`src/rtl/pipeline_hazard_ctrl_if.sv`:
```
// Signal bundle between the pipeline datapath and the hazard controller.
// The datapath side (master) drives the hazard inputs; the controller side (slave) drives stall/flush/redirect.
interface pipeline_hazard_ctrl_if #(
    parameter int CNT_W = 16
);
    logic [4:0]       i_id_rs1;
    logic [4:0]       i_id_rs2;
    logic             i_id_use_rs1;
    logic             i_id_use_rs2;
    logic             i_ex_valid;
    logic             i_ex_is_load;
    logic [4:0]       i_ex_rd;
    logic             i_ex_redirect;
    logic [31:0]      i_ex_target;
    logic             i_mem_req;
    logic             i_mem_ack;

    logic             o_pc_stall;
    logic             o_if_id_stall;
    logic             o_id_ex_stall;
    logic             o_ex_mem_stall;
    logic             o_if_id_flush;
    logic             o_id_ex_flush;
    logic             o_redirect_valid;
    logic [31:0]      o_redirect_pc;
    logic [1:0]       o_state;
    logic [CNT_W-1:0] o_stall_cycles;
    logic [CNT_W-1:0] o_redirects;

    modport master (
        output i_id_rs1, i_id_rs2, i_id_use_rs1, i_id_use_rs2,
        output i_ex_valid, i_ex_is_load, i_ex_rd, i_ex_redirect, i_ex_target,
        output i_mem_req, i_mem_ack,
        input  o_pc_stall, o_if_id_stall, o_id_ex_stall, o_ex_mem_stall,
        input  o_if_id_flush, o_id_ex_flush, o_redirect_valid, o_redirect_pc,
        input  o_state, o_stall_cycles, o_redirects
    );

    modport slave (
        input  i_id_rs1, i_id_rs2, i_id_use_rs1, i_id_use_rs2,
        input  i_ex_valid, i_ex_is_load, i_ex_rd, i_ex_redirect, i_ex_target,
        input  i_mem_req, i_mem_ack,
        output o_pc_stall, o_if_id_stall, o_id_ex_stall, o_ex_mem_stall,
        output o_if_id_flush, o_id_ex_flush, o_redirect_valid, o_redirect_pc,
        output o_state, o_stall_cycles, o_redirects
    );
endinterface

```
`src/rtl/pipeline_hazard_ctrl.sv`:
```
// Stall/flush/redirect sequencer for the 5-stage pipeline, with saturating
// stall-cycle and redirect counters. Controls are combinational; state and counters are registered.
module pipeline_hazard_ctrl #(
    parameter int CNT_W = 16
) (
    input  logic                  clk,
    input  logic                  rst,
    pipeline_hazard_ctrl_if.slave bus
);
    typedef enum logic [1:0] {
        ST_RUN      = 2'd0,
        ST_MEM_WAIT = 2'd1,
        ST_FLUSH    = 2'd2
    } state_t;

    localparam logic [CNT_W-1:0] CNT_ONE = {{(CNT_W-1){1'b0}}, 1'b1};
    localparam logic [CNT_W-1:0] CNT_MAX = {CNT_W{1'b1}};

    state_t           state;
    state_t           state_nxt;
    logic             memstall;
    logic             loaduse;
    logic             run_rules;
    logic             freeze;
    logic             pc_stall;
    logic             if_id_stall;
    logic             if_id_flush;
    logic             id_ex_flush;
    logic             redirect_valid;
    logic [31:0]      redirect_pc;
    logic [CNT_W-1:0] stall_cycles;
    logic [CNT_W-1:0] redirects;

    assign memstall = bus.i_mem_req & ~bus.i_mem_ack;
    assign loaduse  = bus.i_ex_valid & bus.i_ex_is_load & (bus.i_ex_rd != 5'd0) &
                      ((bus.i_id_use_rs1 & (bus.i_id_rs1 == bus.i_ex_rd)) |
                       (bus.i_id_use_rs2 & (bus.i_id_rs2 == bus.i_ex_rd)));

    always_ff @(posedge clk) begin
        if (rst) begin
            state <= ST_RUN;
        end else begin
            state <= state_nxt;
        end
    end

    // MEM_WAIT leaves on the ack cycle, going to FLUSH if a held redirect is taken then.
    always_comb begin
        state_nxt = state;
        case (state)
            ST_RUN: begin
                if (memstall) begin
                    state_nxt = ST_MEM_WAIT;
                end else if (bus.i_ex_redirect) begin
                    state_nxt = ST_FLUSH;
                end else begin
                    state_nxt = ST_RUN;
                end
            end
            ST_MEM_WAIT: begin
                if (!bus.i_mem_ack) begin
                    state_nxt = ST_MEM_WAIT;
                end else if (bus.i_ex_redirect) begin
                    state_nxt = ST_FLUSH;
                end else begin
                    state_nxt = ST_RUN;
                end
            end
            ST_FLUSH: state_nxt = ST_RUN;
            default:  state_nxt = ST_RUN;
        endcase
    end

    always_comb begin
        run_rules      = 1'b0;
        freeze         = 1'b0;
        pc_stall       = 1'b0;
        if_id_stall    = 1'b0;
        if_id_flush    = 1'b0;
        id_ex_flush    = 1'b0;
        redirect_valid = 1'b0;
        redirect_pc    = 32'd0;
        if (!rst) begin
            case (state)
                ST_RUN:      if (memstall) freeze = 1'b1; else run_rules = 1'b1;
                ST_MEM_WAIT: if (!bus.i_mem_ack) freeze = 1'b1; else run_rules = 1'b1;
                ST_FLUSH:    if_id_flush = 1'b1;
                default:     ;
            endcase
            // Redirect outranks load-use: the ID instruction is on the wrong path anyway.
            if (run_rules) begin
                if (bus.i_ex_redirect) begin
                    redirect_valid = 1'b1;
                    redirect_pc    = bus.i_ex_target;
                    if_id_flush    = 1'b1;
                    id_ex_flush    = 1'b1;
                end else if (loaduse) begin
                    pc_stall    = 1'b1;
                    if_id_stall = 1'b1;
                    id_ex_flush = 1'b1;
                end
            end
            if (freeze) begin
                pc_stall    = 1'b1;
                if_id_stall = 1'b1;
            end
        end
    end

    always_ff @(posedge clk) begin
        if (rst) begin
            stall_cycles <= '0;
            redirects    <= '0;
        end else begin
            if (pc_stall && stall_cycles != CNT_MAX) begin
                stall_cycles <= stall_cycles + CNT_ONE;
            end
            if (redirect_valid && redirects != CNT_MAX) begin
                redirects <= redirects + CNT_ONE;
            end
        end
    end

    assign bus.o_pc_stall       = pc_stall;
    assign bus.o_if_id_stall    = if_id_stall;
    assign bus.o_id_ex_stall    = freeze;
    assign bus.o_ex_mem_stall   = freeze;
    assign bus.o_if_id_flush    = if_id_flush;
    assign bus.o_id_ex_flush    = id_ex_flush;
    assign bus.o_redirect_valid = redirect_valid;
    assign bus.o_redirect_pc    = redirect_pc;
    assign bus.o_state          = state;
    assign bus.o_stall_cycles   = stall_cycles;
    assign bus.o_redirects      = redirects;
endmodule

```
`src/flat_wrapper.sv`:
```
// flat-port wrapper written by rule: the top's interface ports become plain ports
module pipeline_hazard_ctrl_flat 
#(
    parameter int CNT_W = 16
)
  (clk, rst, bus_i_id_rs1, bus_i_id_rs2, bus_i_id_use_rs1, bus_i_id_use_rs2, bus_i_ex_valid, bus_i_ex_is_load, bus_i_ex_rd, bus_i_ex_redirect, bus_i_ex_target, bus_i_mem_req, bus_i_mem_ack, bus_o_pc_stall, bus_o_if_id_stall, bus_o_id_ex_stall, bus_o_ex_mem_stall, bus_o_if_id_flush, bus_o_id_ex_flush, bus_o_redirect_valid, bus_o_redirect_pc, bus_o_state, bus_o_stall_cycles, bus_o_redirects);
  pipeline_hazard_ctrl_if #(.CNT_W(CNT_W)) bus_i ();
  input  logic clk;
  input  logic rst;
  input wire logic [$bits(bus_i.i_id_rs1)-1:0] bus_i_id_rs1;
  input wire logic [$bits(bus_i.i_id_rs2)-1:0] bus_i_id_rs2;
  input wire logic [$bits(bus_i.i_id_use_rs1)-1:0] bus_i_id_use_rs1;
  input wire logic [$bits(bus_i.i_id_use_rs2)-1:0] bus_i_id_use_rs2;
  input wire logic [$bits(bus_i.i_ex_valid)-1:0] bus_i_ex_valid;
  input wire logic [$bits(bus_i.i_ex_is_load)-1:0] bus_i_ex_is_load;
  input wire logic [$bits(bus_i.i_ex_rd)-1:0] bus_i_ex_rd;
  input wire logic [$bits(bus_i.i_ex_redirect)-1:0] bus_i_ex_redirect;
  input wire logic [$bits(bus_i.i_ex_target)-1:0] bus_i_ex_target;
  input wire logic [$bits(bus_i.i_mem_req)-1:0] bus_i_mem_req;
  input wire logic [$bits(bus_i.i_mem_ack)-1:0] bus_i_mem_ack;
  output wire logic [$bits(bus_i.o_pc_stall)-1:0] bus_o_pc_stall;
  output wire logic [$bits(bus_i.o_if_id_stall)-1:0] bus_o_if_id_stall;
  output wire logic [$bits(bus_i.o_id_ex_stall)-1:0] bus_o_id_ex_stall;
  output wire logic [$bits(bus_i.o_ex_mem_stall)-1:0] bus_o_ex_mem_stall;
  output wire logic [$bits(bus_i.o_if_id_flush)-1:0] bus_o_if_id_flush;
  output wire logic [$bits(bus_i.o_id_ex_flush)-1:0] bus_o_id_ex_flush;
  output wire logic [$bits(bus_i.o_redirect_valid)-1:0] bus_o_redirect_valid;
  output wire logic [$bits(bus_i.o_redirect_pc)-1:0] bus_o_redirect_pc;
  output wire logic [$bits(bus_i.o_state)-1:0] bus_o_state;
  output wire logic [$bits(bus_i.o_stall_cycles)-1:0] bus_o_stall_cycles;
  output wire logic [$bits(bus_i.o_redirects)-1:0] bus_o_redirects;
  assign bus_i.i_id_rs1 = bus_i_id_rs1;
  assign bus_i.i_id_rs2 = bus_i_id_rs2;
  assign bus_i.i_id_use_rs1 = bus_i_id_use_rs1;
  assign bus_i.i_id_use_rs2 = bus_i_id_use_rs2;
  assign bus_i.i_ex_valid = bus_i_ex_valid;
  assign bus_i.i_ex_is_load = bus_i_ex_is_load;
  assign bus_i.i_ex_rd = bus_i_ex_rd;
  assign bus_i.i_ex_redirect = bus_i_ex_redirect;
  assign bus_i.i_ex_target = bus_i_ex_target;
  assign bus_i.i_mem_req = bus_i_mem_req;
  assign bus_i.i_mem_ack = bus_i_mem_ack;
  assign bus_o_pc_stall = bus_i.o_pc_stall;
  assign bus_o_if_id_stall = bus_i.o_if_id_stall;
  assign bus_o_id_ex_stall = bus_i.o_id_ex_stall;
  assign bus_o_ex_mem_stall = bus_i.o_ex_mem_stall;
  assign bus_o_if_id_flush = bus_i.o_if_id_flush;
  assign bus_o_id_ex_flush = bus_i.o_id_ex_flush;
  assign bus_o_redirect_valid = bus_i.o_redirect_valid;
  assign bus_o_redirect_pc = bus_i.o_redirect_pc;
  assign bus_o_state = bus_i.o_state;
  assign bus_o_stall_cycles = bus_i.o_stall_cycles;
  assign bus_o_redirects = bus_i.o_redirects;
  pipeline_hazard_ctrl #(.CNT_W(CNT_W)) u_core (.clk(clk), .rst(rst), .bus(bus_i));
endmodule
```
`config.mk`:
```
export PLATFORM = sky130hd
export DESIGN_NAME = pipeline_hazard_ctrl_flat
export DESIGN_NICKNAME = d
export VERILOG_FILES = /design/src/rtl/pipeline_hazard_ctrl_if.sv /design/src/rtl/pipeline_hazard_ctrl.sv /design/src/flat_wrapper.sv
export SDC_FILE = /design/constraint.sdc
export NUM_CORES = 1
export LEC_CHECK = 0
export ABC_AREA = 1
export BUFFER_PORTS_ARGS = -buffer_cell sky130_fd_sc_hd__buf_2
export CAP_MARGIN = 40
export CELL_PAD_IN_SITES_DETAIL_PLACEMENT = 0
export CELL_PAD_IN_SITES_GLOBAL_PLACEMENT = 1
export CORE_MARGIN = 5
export CORE_UTILIZATION = 25
export DETAILED_ROUTE_END_ITERATION = 10
export MAX_ROUTING_LAYER = met4
export PLACE_DENSITY = 0.74
export SYNTH_ARGS = -nofsm -noshare
export SYNTH_HDL_FRONTEND = slang
export SYNTH_SLANG_ARGS = --single-unit
```
`constraint.sdc`:
```
create_clock -name clk -period 5.2 [get_ports clk]
set_clock_uncertainty 0.2 [all_clocks]
set_input_delay 0.78 -clock clk [delete_from_list [all_inputs] [get_ports clk]]
set_output_delay 0.78 -clock clk [all_outputs]
set_load 0.02 [all_outputs]
```
==> Yosys cells after proc, flatten, opt, wreduce, memory -nomap -nowiden <==
Cells that the tools add are included.
Widths: inputs -> output; s select.
{ "classes": {"bitwise_logic": 8, "eq_ne": 6, "addsub": 2, "n_reduce_logical": 4, "n_mux": 31} }
{ "ops": {"columns": ["cell", "count"], "rows": [
  ["$mux 32", 3],
  ["$add 16x1->16 const B", 2],
  ["$ne 16x16->1 const B", 2],
  ["$mux 1", 22],
  ["$eq 5x5->1", 2],
  ["$and 1x1->1", 6],
  ["$mux 2", 3],
  ["$reduce_bool 5->1", 1],
  ["$pmux 1 s2", 2],
  ["$pmux 2 s2", 1],
  ["$eq 2x1->1 const B", 1],
  ["$eq 2x2->1 const B", 1],
  ["$logic_and 1x1->1", 2],
  ["$logic_not 2->1", 1],
  ["$not 1->1", 1],
  ["$or 1x1->1", 1]
]} }
{ "word_totals": {"wordCells": 54, "ff_bits": 34, "output_inout_bits": 73, "in_bits": 56} }

==> Depth between registers and ports, before layout <==
{ "depth": {"ltp_word": 10, "ltp_mapped": 12, "ltp_nobuf": 11} }

==> Worst setup path before layout <==
No wires, ideal clock.
{ "synth_timing": {"path_type": "in2out", "startpoint": "input port bus_i_ex_rd[3]", "endpoint": "output port bus_o_id_ex_flush", "required_ns": 4.220, "arrival_time_ns": 1.824, "path_stages": 8, "setup_slack_ns": 2.396, "n_path_buf": 0, "cell_sequence": "inv_1 > nand2_1 > nand2_1 > nor2_1 > nand3_1 > nand2_1 > a21oi_1 > nor4_1"} }
{ "synth_via": {"elab_chain_cells": 8, "word_cells_on_any_way": 12, "cone_classes": "2 x eq/ne; 4 x mux; 5 x bitwise; 1 x reduce/logical"} }
{ "synth_lines": {"columns": ["element", "line_no", "source"], "rows": [
  ["start: declaration", "flat_wrapper.sv:16", "input wire logic [$bits(bus_i.i_ex_rd)-1:0] bus_i_ex_rd;"],
  ["$eq 5x5->1 (on tied branches)", "pipeline_hazard_ctrl.sv:36, pipeline_hazard_ctrl.sv:37", null],
  ["$and 1x1->1 (on tied branches)", "pipeline_hazard_ctrl.sv:36, pipeline_hazard_ctrl.sv:37", null],
  ["$or 1x1->1", "pipeline_hazard_ctrl.sv:36", "((bus.i_id_use_rs1 & (bus.i_id_rs1 == bus.i_ex_rd)) |"],
  ["$and 1x1->1 *", "pipeline_hazard_ctrl.sv:35", "assign loaduse = bus.i_ex_valid & bus.i_ex_is_load & (bus.i_ex_rd != 5'd0) &"],
  ["$mux 1 *", "pipeline_hazard_ctrl.sv:97", "end else if (loaduse) begin"],
  ["$mux 1 *", "pipeline_hazard_ctrl.sv:92", "if (bus.i_ex_redirect) begin"],
  ["$mux 1 *", "pipeline_hazard_ctrl.sv:91", "if (run_rules) begin"],
  ["$mux 1 *", "pipeline_hazard_ctrl.sv:83", "if (!rst) begin"],
  ["end: declaration", "flat_wrapper.sv:26", "output wire logic [$bits(bus_i.o_id_ex_flush)-1:0] bus_o_id_ex_flush;"]
]} }
Every way passes the cells marked *; elsewhere a longest branch is shown, timed or not.

==> Worst setup path after layout <==
{ "layout_timing": {"startpoint": "input port rst", "endpoint": "output port bus_o_redirect_pc[17]"} }
{ "layout_via": {"elab_chain_cells": 1} }
{ "layout_lines": {"columns": ["element", "line_no", "source"], "rows": [
  ["start: declaration", "flat_wrapper.sv:9", "input logic rst;"],
  ["$mux 32", "pipeline_hazard_ctrl.sv:83", null],
  ["end: declaration", "flat_wrapper.sv:28", "output wire logic [$bits(bus_i.o_redirect_pc)-1:0] bus_o_redirect_pc;"]
]} }
Every way passes these cells.

==> results.toml <==
[power]
power_uw = 564
p_per_area_nw_per_um2 = 176
p_leak_uw = 0.00181
ir_drop_uv = 82.6

[run_status]
status = "finished clean"

[clocking]
tritoncts = "done"
cts_setup_buffers = 0
clockRootBuffer = "clkbuf_8"
cts.sinks = 34
cts_buffers = 5
hold_buffers = 0
clk-insertion-delay-late_ns = 0.28
path_clk_slew_ns = 0.07
cts_buffer_depth = 2
h-tree-depth = 2
cts_resized = 0

[worst_setup_path]
worstSetupPathType = "in -> out"
start_kind = "input pin"
arrival_ns = 2.36
critical-path-max-stage-delay_ns = 0.65
path_common_cell = "buf_2"
endpoint_kind = "primary output"
cp_cell_sequence = "buf_2, inv_1, nand3_1, buf_4, nor2_1, buf_2"
cp_slowest_cell = "inv_1"
crit_required_ns = 4.22
cp_max_fo = 33

[finish]
drive_gt1_share_pct = 28.9
design_area_um2 = 3200
antenna_cells = 0
area_delta_synth_final_pct = 33.8
final_nets = 588
layout_commonest_cell = "buf_2"
final_cells = 659
final_cell_mix = "buf_2 (128), nand2_1 (91), nor2_1 (76)"

[detailed_routing]
wire_per_inst_um = 11.1
m1WireLength_mm = 3.30
vias = 2804
wl_met3_um = 502
firstDrtPassIters = 4
wl_met2_mm = 3.45
drt_first_iter_violations = 86
avgViaCountPerCell = 4.25
final_antenna_net_count = 0
routed_wl_mm = 7.31
routed.top_layer = "met4"
route.detailed.drc = 0

[sta]
holdWs_ns = 0.323
hold_viol_final = 0
finalCriticalPeriod_ns = 3.34
report.final.slew_viol_count = 0
max_freq_mhz = 299
slew_headroom_pct = 43.9
setup_viol = 0
finalCritPeriodShare_pct = 64.2
tightest_slew_ns = 0.840
tns_ns = 0
rsz0062_at_grt = "no"

[synth]
synth_seq_area_share_pct = 28.5
netlist_area_um2 = 2390
synth_nets = 463
ys_seq_elements = 34
syn_area_per_cell_um2 = 5.91
syn_inst = 405
synth.distinct_cells = 36
yosysWarnings = 0

[worst_hold_path]
hold_path.class = "reg -> reg"

[die]
die_y_um = 108
die_area_um2 = 11600
start_util_pct = 25.8
std_cell_rows = 35
core_region_area_um2 = 9280
die_w_um = 108
io_pins = 129

[global_route]
grt_overflow = 0
grt_pass1_wl_mm = 12.1
grt_pass1_vias = 2587
grt_usage_pct = 12.9
grt_max_degree = 34
grt_antenna_before_repair = 0

[run]
maxCapViolCount = 0

[placed_design]
gp_congestion = 0.839
placed_cell_area_um2 = 3130
dp_hpwl_mm = 5.93
place_inst = 652
io_buffers = 128
[per-stage QoR]
step                      setup WS [ns]  utilization, %
final                              1.86            34.5
after global routing               1.63            34.5
after CTS                          1.83            34.5
after detailed placement           1.83            33.7
after global placement             1.89            33.7
after floorplan                    2.40               -
[worst paths after layout]
| path | start | endpoint | slack [ns] | cells past startpoint |
|---|---|---|---|---|
| max | rst | bus_o_redirect_pc[17] | 1.86 | 6 |
| min | u_core.bus.o_redirects[9] | u_core.bus.o_redirects[9] | 0.32 | 2 |
| max reg2reg | u_core.bus.o_redirects[0] | u_core.bus.o_redirects[6] | 3.23 | 9 |
| min reg2reg | u_core.bus.o_redirects[9] | u_core.bus.o_redirects[9] | 0.32 | 2 |
[cells in the mapped netlist]
cell type	instances	area (um2)
nor4_4	1	21.3
nor3_2	1	10.0
nor3_1	12	60.1
clkinv_1	1	3.75
buf_2	1	5.00
buf_4	3	22.5
a31oi_1	1	6.26
nand2_1	91	342
and3_1	1	6.26
inv_2	2	7.51
nand2_4	1	11.3
ha_1	2	25.0
inv_4	1	6.26
o21ai_1	4	20.0
o21a_1	2	15.0
o21ai_0	4	20.0
dfxtp_1	34	681
nor2_4	1	11.3
buf_8	1	15.0
nor2_2	4	25.0
clkbuf_1	5	18.8
nand3_2	3	30.0
nor3_4	1	16.3
nand4_1	8	50.1
nor2_1	76	285
nand4_2	1	12.5
nand3_1	29	145
xnor2_1	2	17.5
inv_1	72	270
nand2_2	2	12.5
nor4_1	1	6.26
buf_6	2	22.5
nor3b_1	1	7.51
xor2_1	3	26.3
o211ai_1	1	7.51
a21oi_1	30	150
[power breakdown]
part	internal (uW)	total [uW]	leakage [uW]	switching, uW
logic	41.2	112	0.00150	70.3
clock network	92.2	185	0.0000383	93.1
registers	263	267	0.000275	3.54
total	397	564	0.00181	167
[routing by layer]
metal | GRT usage [%] | up-vias
met5 | - | -
met4 | 2.34 | 0
met3 | 3.00 | 7
met2 | 21.5 | 94
met1 | 15.9 | 1196
li1 | - | 1507
[critical path: cells and delay by family]
kind,cells,cell delay (ns)
AND/OR/NAND/NOR,2,0.27
buffers and inverters,4,1.29
[sequential cells by signal, indices dropped and copies added (netlist names)]
register                   count
u_core.bus.o_redirects        16
u_core.bus.o_stall_cycles     16
u_core.bus.o_state             2
[kinds of logic (layout without fill, tap and decap cells)]
group                      Yosys count  in the layout  synth area share [%]
and+or+nand+nor                    234            234                  44.0
buffers and inverters               88            213                  15.5
AOI/OAI and AO/OA                   42             42                  9.15
DFF                                 34             34                  28.5
xor gates and xnor gates             5              5                  1.83
adders and majority gates            2              2                  1.05
[layout make-up]
class | instances | area (um2)
clock buffers | 7 | 76.3
repair buffers | 130 | 656
flip-flops and latches | 34 | 681
inverters | 76 | 288
well taps | 129 | 161
fillers | 1066 | 6080
multi-input cells | 283 | 1340
Note: power is estimated with default switching activity, not from simulation.
